===== src/rtl/nibble_serial_adder.sv =====
// rtl/nibble_serial_adder.sv - multi-cycle wide adder driving one 4-bit ripple adder a nibble per cycle

module nibble_ripple_adder (
    input  logic [3:0] a,
    input  logic [3:0] b,
    input  logic       cin,
    output logic [3:0] sum,
    output logic       cout
);
    logic [4:0] carry;

    assign carry[0] = cin;

    for (genvar i = 0; i < 4; i++) begin : g_bit
        assign sum[i]       = a[i] ^ b[i] ^ carry[i];
        assign carry[i + 1] = (a[i] & b[i]) | (carry[i] & (a[i] ^ b[i]));
    end

    assign cout = carry[4];
endmodule

module nibble_serial_adder #(
    parameter int NIBBLES = 4
) (
    input  logic                   clk,
    input  logic                   rst,
    input  logic                   start,
    input  logic [4*NIBBLES-1:0]   op_a,
    input  logic [4*NIBBLES-1:0]   op_b,
    input  logic                   cin,
    output logic                   busy,
    output logic                   done,
    output logic [4*NIBBLES-1:0]   result,
    output logic                   cout
);
    localparam int W     = 4 * NIBBLES;
    localparam int IDX_W = $clog2(NIBBLES);

    typedef enum logic [1:0] {
        IDLE = 2'd0,
        RUN  = 2'd1,
        DONE = 2'd2
    } state_t;

    state_t           state_q, state_d;
    logic [IDX_W-1:0] idx_q, idx_d;
    logic             carry_q, carry_d;
    logic [W-1:0]     a_q, a_d;
    logic [W-1:0]     b_q, b_d;
    logic [W-1:0]     result_q, result_d;
    logic             cout_q, cout_d;
    logic             busy_q, busy_d;
    logic             done_q, done_d;

    logic [3:0]       nib_a, nib_b, nib_sum;
    logic             nib_cout;
    logic             last_nib;

    assign nib_a    = a_q[{idx_q, 2'b00} +: 4];
    assign nib_b    = b_q[{idx_q, 2'b00} +: 4];
    assign last_nib = (idx_q == IDX_W'(NIBBLES - 1));

    nibble_ripple_adder u_ripple (
        .a    (nib_a),
        .b    (nib_b),
        .cin  (carry_q),
        .sum  (nib_sum),
        .cout (nib_cout)
    );

    always_comb begin
        state_d  = state_q;
        idx_d    = idx_q;
        carry_d  = carry_q;
        a_d      = a_q;
        b_d      = b_q;
        result_d = result_q;
        cout_d   = cout_q;

        case (state_q)
            // DONE accepts a new start exactly like IDLE, giving back-to-back adds.
            IDLE, DONE: begin
                if (start) begin
                    a_d      = op_a;
                    b_d      = op_b;
                    carry_d  = cin;
                    idx_d    = '0;
                    result_d = '0;
                    cout_d   = 1'b0;
                    state_d  = RUN;
                end else begin
                    state_d  = IDLE;
                end
            end
            RUN: begin
                result_d[{idx_q, 2'b00} +: 4] = nib_sum;
                carry_d = nib_cout;
                if (last_nib) begin
                    cout_d  = nib_cout;
                    state_d = DONE;
                end else begin
                    idx_d = idx_q + IDX_W'(1);
                end
            end
            default: state_d = IDLE;
        endcase

        busy_d = (state_d == RUN);
        done_d = (state_d == DONE);
    end

    always_ff @(posedge clk or posedge rst) begin
        if (rst) begin
            state_q  <= IDLE;
            idx_q    <= '0;
            carry_q  <= 1'b0;
            a_q      <= '0;
            b_q      <= '0;
            result_q <= '0;
            cout_q   <= 1'b0;
            busy_q   <= 1'b0;
            done_q   <= 1'b0;
        end else begin
            state_q  <= state_d;
            idx_q    <= idx_d;
            carry_q  <= carry_d;
            a_q      <= a_d;
            b_q      <= b_d;
            result_q <= result_d;
            cout_q   <= cout_d;
            busy_q   <= busy_d;
            done_q   <= done_d;
        end
    end

    assign busy   = busy_q;
    assign done   = done_q;
    assign result = result_q;
    assign cout   = cout_q;
endmodule

===== config.mk =====
export PLATFORM = sky130hd
export DESIGN_NAME = nibble_serial_adder
export DESIGN_NICKNAME = d
export VERILOG_FILES = /design/src/rtl/nibble_serial_adder.sv
export SDC_FILE = /design/constraint.sdc
export NUM_CORES = 1
export LEC_CHECK = 0
export ABC_AREA = 1
export ABC_CLOCK_PERIOD_IN_PS = 3900
export CORE_UTILIZATION = 53
export CTS_BUF_LIST = sky130_fd_sc_hd__clkbuf_2 sky130_fd_sc_hd__clkbuf_4 sky130_fd_sc_hd__clkbuf_8
export DETAILED_ROUTE_END_ITERATION = 8
export GPL_TIMING_DRIVEN = 0
export PLACE_DENSITY_LB_ADDON = 0.3
export SETUP_SLACK_MARGIN = 0.5
export SLEW_MARGIN = 10
export SYNTH_ARGS = -nofsm -noshare
export SYNTH_HDL_FRONTEND = slang
export SYNTH_SLANG_ARGS = --single-unit

===== constraint.sdc =====
create_clock -name clk -period 3.9 [get_ports clk]
set_clock_uncertainty 0.2 [all_clocks]
set_input_delay 0.78 -clock clk [delete_from_list [all_inputs] [get_ports clk]]
set_output_delay 0.78 -clock clk [all_outputs]
set_load 0.1 [all_outputs]

==> impl_metrics.yaml, run 1 <==
global_routing:
  grt_first_pass_wirelength_um: 10400
  grt_max_degree: 38
  antenna_found_initial: 0
  grt_pass1_vias: 2279
  grt-ovfl-total: 0
  grtUsageTotal_pct: 25.7
power:
  power_leakage_nw: 1.79
  p_total_w: 0.00333
  peakVddDrop_mv: 0.442
  power_density_nw_per_um2: 962
timing:
  worst_pin_slew_ns: 0.970
  setup_viol: 0
  slew_headroom_pct: 35.1
  rsz0062_at_grt: "false"
  finalHoldViolations: 0
  clock.fmax_mhz: 310
  slew_violations: 0
  post-route-min-period_ns: 3.22
  finalCritPeriodShare_pct: 82.7
  tns_ns: 0
floorplan:
  pin_count: 55
  fp.dieH_um: 74.0
  start_util_pct: 56.6
  rows: 25
  core_sq_um: 4850
  die_w_um: 74.0
  dieArea_sq_um: 5470
route:
  drc: 0
  drtPass1Iterations: 4
  vias_per_cell: 5.17
  finalWirelength_um: 6150
  vias: 2378
  first_iter_violations: 132
  ant_nets: 0
  avgRoutedWirePerCell_um: 13.4
finish:
  multi_input_area_sq_um: 1130
  drive_gt1_share_pct: 8.14
  nNetsFinal: 437
  num-fill-cells: 420
  syn2layout_area_growth_pct: 26.3
  seq_area_sq_um: 1400
  antenna_cells: 0
run_status:
  status: "finished clean"
synthesis:
  yosys-top-cells-area: "dfrtp_1 (51%), nand2_1 (16%), nand3_1 (12%)"
  yosysSeqAreaShare_pct: 51.0
  yosysWarnings: 0
  syn_nets: 376
  synth_seq_cells: 56
  syn_area_sq_um: 2750
  synth_top_area_share_pct: 51.0
  synth_cell_types: 21
  synth_top_cell_by_area: "dfrtp_1"
  netlist_instances: 332
  postSynthAreaPerCell_sq_um: 8.27
setup_path:
  path_cells: "inv_4, buf_4, nand2_1, nand3_1, nand2_1, fa_1, inv_1, fa_1, inv_1, fa_1, inv_1, fa_1, nand3_1, inv_1, nand2_1, nand2_1"
  crit_path_end_kind: "flip-flop"
  cp.depth: 16
  crit_buf_inv: 6
  worstPathRequired_ns: 3.91
  critPathMaxStageDelay_ns: 0.47
  r2r_cells: 16
  critPathArrivalTime_ns: 3.24
  cpLargestDelayFamily: "adder cells"
  crit_path_start_kind: "flip-flop"
  crit_fanout: 11
  crit_slowest_cell: "dfrtp_2"
  path_class: "flip-flop to flip-flop"
clock_network:
  cts.sinks: 56
  htreeDepth: 2
  cts_buffers: 5
  clockBufferDepth: 2
  clk_pin_slew_ns: 0.09
  cts_tree: "yes"
  holdBufCountCts: 0
  cts_root_buf: "clkbuf_8"
  clk_latency_ns: 0.31
hold_path:
  holdPathStages: 2
  min_path_type: "flip-flop to flip-flop"
placement:
  routabilityCongestion: 0.877
  dp_hpwl_um: 4610
  io_buffers: 53
flow_run:
  max_cap_violations: 0
-- layer usage --
metal | GRT usage, % | part of all wire, %
met4 | 10.9 | 2.3
met1 | 33.5 | 44
met2 | 42.7 | 49
met3 | 4.07 | 4.7
met5 | 0 | 0
-- synthesized netlist by cell type --
library cell	n
a21oi_1	7
buf_2	11
buf_4	2
buf_6	3
dfrtp_1	56
fa_1	4
ha_1	4
inv_1	25
inv_2	2
inv_6	1
nand2_1	119
nand2_8	1
nand3_1	64
nand3_4	1
nand4_1	1
nor2_1	16
nor2_2	1
nor3_1	2
o211ai_1	7
o21ai_0	3
o21ai_1	2
-- cells in the final DEF (no fill, tap or decap), drive strengths merged --
cell type	n
clkdlybuf4s50	53
nor2	17
nand4	1
nand2	120
ha	4
buf	17
fa	4
a21oi	7
dfrtp	56
clkinv	1
o21ai	5
inv	28
nand3	65
nor3	2
o211ai	7
clkbuf	6
-- sequential cells by signal, summed over array words and instances, names as in the netlist, 2 cells and up --
register and cells:
a_q 16, result 16, b_q 16, state_q 2
idx_q 2
-- cell type report --
cell class,instances,share of cell area (%)
clock inverter,1,0.144
buffer,16,3.07
tap,67,2.42
sequential,56,40.5
inverter,28,3.25
clock buffer,6,2.20
timing repair buffer,54,15.9
multi-input combinational,232,32.6
-- kinds of logic after synthesis --
logic type	after synthesis	share of synthesized area, %
AND/OR/NAND/NOR	205	32.3
AO/OA/AOI/OAI	19	4.10
flip-flops	56	51.0
buffers and inverters	44	7.79
adder cells (fa/ha/maj)	8	4.74
-- worst register-to-register path: stages, from the launching register on --
cell     delay (ns)
dfrtp_2        0.47
inv_4          0.14
buf_4          0.21
nand2_1        0.07
nand3_1        0.06
nand2_1        0.08
fa_1           0.40
inv_1          0.08
fa_1           0.16
inv_1          0.05
fa_1           0.36
inv_1          0.09
fa_1           0.47
nand3_1        0.14
inv_1          0.05
nand2_1        0.06
nand2_1        0.04
-- metrics by stage --
stage	hold slack (ns)	cells	setup slack [ns]	instance area, sq um	util [%]
CTS	0.277	460	0.536	3460	71.4
floorplan	0.237	332	0.945	2750	-
global placement	0.248	452	0.617	3360	69.3
finish	0.278	460	0.675	3470	71.5
global route	0.296	460	0.512	3470	71.5
detailed placement	0.255	453	0.579	3380	69.7
-- worst paths after layout --
kind	startpoint	end	slack, ns
max in group asynchronous	rst	idx_q[0]	2.38
min in group asynchronous	rst	result[5]	0.58
worst min-delay path	b_q[0]	b_q[0]	0.28
worst max-delay path	idx_q[0]	result[15]	0.68
worst min register to register	b_q[0]	b_q[0]	0.28
worst max register to register	idx_q[0]	result[15]	0.68
-- timing repair --
action,in CTS,in global routing
setup endpoints to repair,0,4
resized for setup,0,4
setup buffers,0,0
hold endpoints to repair,0,0
-- report_power, final --
group	internal, W	leakage [nW]	switching, W	total [W]
registers	0.000833	0.705	0.000133	0.000966
clock network	0.000130	0.0445	0.000180	0.000310
logic	0.000622	1.04	0.00144	0.00206
total	0.00158	1.79	0.00175	0.00333
(Power assumes the default switching activity.)
==> inputs of run 2 (changes only) <==
--- a/config.mk
+++ b/config.mk
@@ -6,7 +6,7 @@
 export NUM_CORES = 1
 export LEC_CHECK = 0
 export ABC_AREA = 1
-export ABC_CLOCK_PERIOD_IN_PS = 3900
+export ABC_CLOCK_PERIOD_IN_PS = 3200
 export CORE_UTILIZATION = 53
 export CTS_BUF_LIST = sky130_fd_sc_hd__clkbuf_2 sky130_fd_sc_hd__clkbuf_4 sky130_fd_sc_hd__clkbuf_8
 export DETAILED_ROUTE_END_ITERATION = 8
==> constraint.sdc (replaced) <==
create_clock -name clk -period 3.2 [get_ports clk]
set_clock_uncertainty 0.2 [all_clocks]
set_input_delay 0.64 -clock clk [delete_from_list [all_inputs] [get_ports clk]]
set_output_delay 0.64 -clock clk [all_outputs]
set_load 0.1 [all_outputs]
==> impl_metrics.yaml, run 2 (synthesis results as in run 1) <==
timing:
  finalCritPeriodShare_pct: 92.8
  tns_ns: 0
  slew_violations: 0
  post-route-min-period_ns: 2.97
  rsz0062_at_grt: "true"
  worst_pin_slew_ns: 0.984
  finalHoldViolations: 0
  clock.fmax_mhz: 337
  slew_headroom_pct: 34.2
  setup_viol: 0
  worst_slack_ns: 0.229
global_routing:
  grtUsageTotal_pct: 27.8
  grt_first_pass_wirelength_um: 11400
  grt-ovfl-total: 0
  grt_max_degree: 36
  antenna_found_initial: 0
  grt_pass1_vias: 2478
placement:
  routabilityCongestion: 0.848
  place_area_sq_um: 3390
  io_buffers: 53
  dp_hpwl_um: 4610
  dpl_worst_slack_ns: 0.0910
floorplan:
  die_w_um: 74.0
  rows: 25
  dieArea_sq_um: 5470
  pin_count: 55
  fp.dieH_um: 74.0
  core_sq_um: 4850
  start_util_pct: 56.6
finish:
  drive_gt1_share_pct: 15.3
  nNetsFinal: 447
  fin_area_sq_um: 3660
  antenna_cells: 0
  mostFrequentLayoutCell: "nand2_1"
  mostFrequentLayoutCells: "nand2_1 (114), nand3_1 (59), dfrtp_1 (55)"
  syn2layout_area_growth_pct: 33.2
clock_network:
  clk_latency_ns: 0.32
  holdBufCountCts: 0
  cts_tree: "yes"
  cts_root_buf: "clkbuf_8"
  clockBufferDepth: 2
  htreeDepth: 2
  clk_pin_slew_ns: 0.10
  cts_buffers: 5
  cts.sinks: 56
route:
  avgRoutedWirePerCell_um: 14.6
  ant_nets: 0
  first_iter_violations: 171
  vias: 2503
  drc: 0
  drtPass1Iterations: 4
  finalWirelength_um: 6870
  vias_per_cell: 5.31
setup_path:
  worstPathRequired_ns: 3.21
  crit_path_start_kind: "flip-flop"
  r2r_cells: 16
  crit_fanout: 5
  critPathArrivalTime_ns: 2.98
  path_class: "flip-flop to flip-flop"
  crit_path_end_kind: "flip-flop"
hold_path:
  min_path_type: "flip-flop to flip-flop"
  holdPathStages: 2
power:
  power_density_nw_per_um2: 1220
  power_leakage_nw: 1.92
  peakVddDrop_mv: 0.536
flow_run:
  max_cap_violations: 0
run_status:
  status: "finished clean"
-- run 2: cell types whose count changed in the layout (fill, tap and decap cells not counted), sizes merged --
cell | before | now
clkinv | 1 | 0
buf | 17 | 27
clkbuf | 6 | 8
clkdlybuf4s50 | 53 | 50
dlymetal6s2s | 0 | 3
-- run 2: path summary, 6_finish.rpt --
check                           startpoint          to  slack (ns)
min in group asynchronous              rst     a_q[15]        0.45
worst min register to register     a_q[13]     a_q[13]        0.28
worst min-delay path               a_q[13]     a_q[13]        0.28
worst max-delay path              idx_q[0]  result[15]        0.23
worst max register to register    idx_q[0]  result[15]        0.23
max in group asynchronous              rst    idx_q[0]        1.80
-- run 2: metal layers --
layer | up-vias | global-route usage [%] | routed length [um]
met5 | - | 0 | 0
met4 | 0 | 11.1 | 138
met3 | 16 | 4.07 | 359
met2 | 96 | 47.4 | 3360
met1 | 1189 | 35.9 | 3010
li1 | 1202 | - | -
-- run 2: cell type report --
class,count,area (sq um)
sequential,56,1400
fill,365,1190
clock buffer,8,97.6
timing repair buffer,64,637
inverter,28,118
tap,67,83.8
buffer,16,133
multi-input combinational,232,1180
-- run 2: what timing repair did --
action,4_1_cts,5_1_grt
setup endpoints to repair,10,13
hold endpoints to repair,0,0
pin swaps,4,5
setup buffers,6,4
gates resized for setup,21,9
-- run 2: where the power goes --
| part | total, W | internal [W] | switching, W |
|---|---|---|---|
| clock | 0.000419 | 0.000194 | 0.000225 |
| sequential | 0.00119 | 0.00102 | 0.000174 |
| combinational | 0.00286 | 0.000948 | 0.00191 |
-- run 2: stage by stage --
step	instances	power (W)	util (%)	hold WS (ns)
floorplan	332	0.00307	-	0.237
global placement	452	0.00363	69.6	0.252
detailed placement	453	0.00370	70.0	0.256
CTS	467	0.00429	74.3	0.279
global route	471	0.00475	75.4	0.302
finish	471	0.00447	75.4	0.278
-- run 2: worst max-delay path: stages, from the launching register on --
cell and delay [ns]:
dfrtp_2 0.49, inv_4 0.10, buf_8 0.13, nand2_4 0.04, nand3_2 0.06, nand2_2 0.06
fa_2 0.35, inv_2 0.07, fa_2 0.20, inv_2 0.04, fa_2 0.33, inv_2 0.07
fa_2 0.46, nand3_2 0.10, inv_1 0.04, nand2_1 0.05, nand2_1 0.05
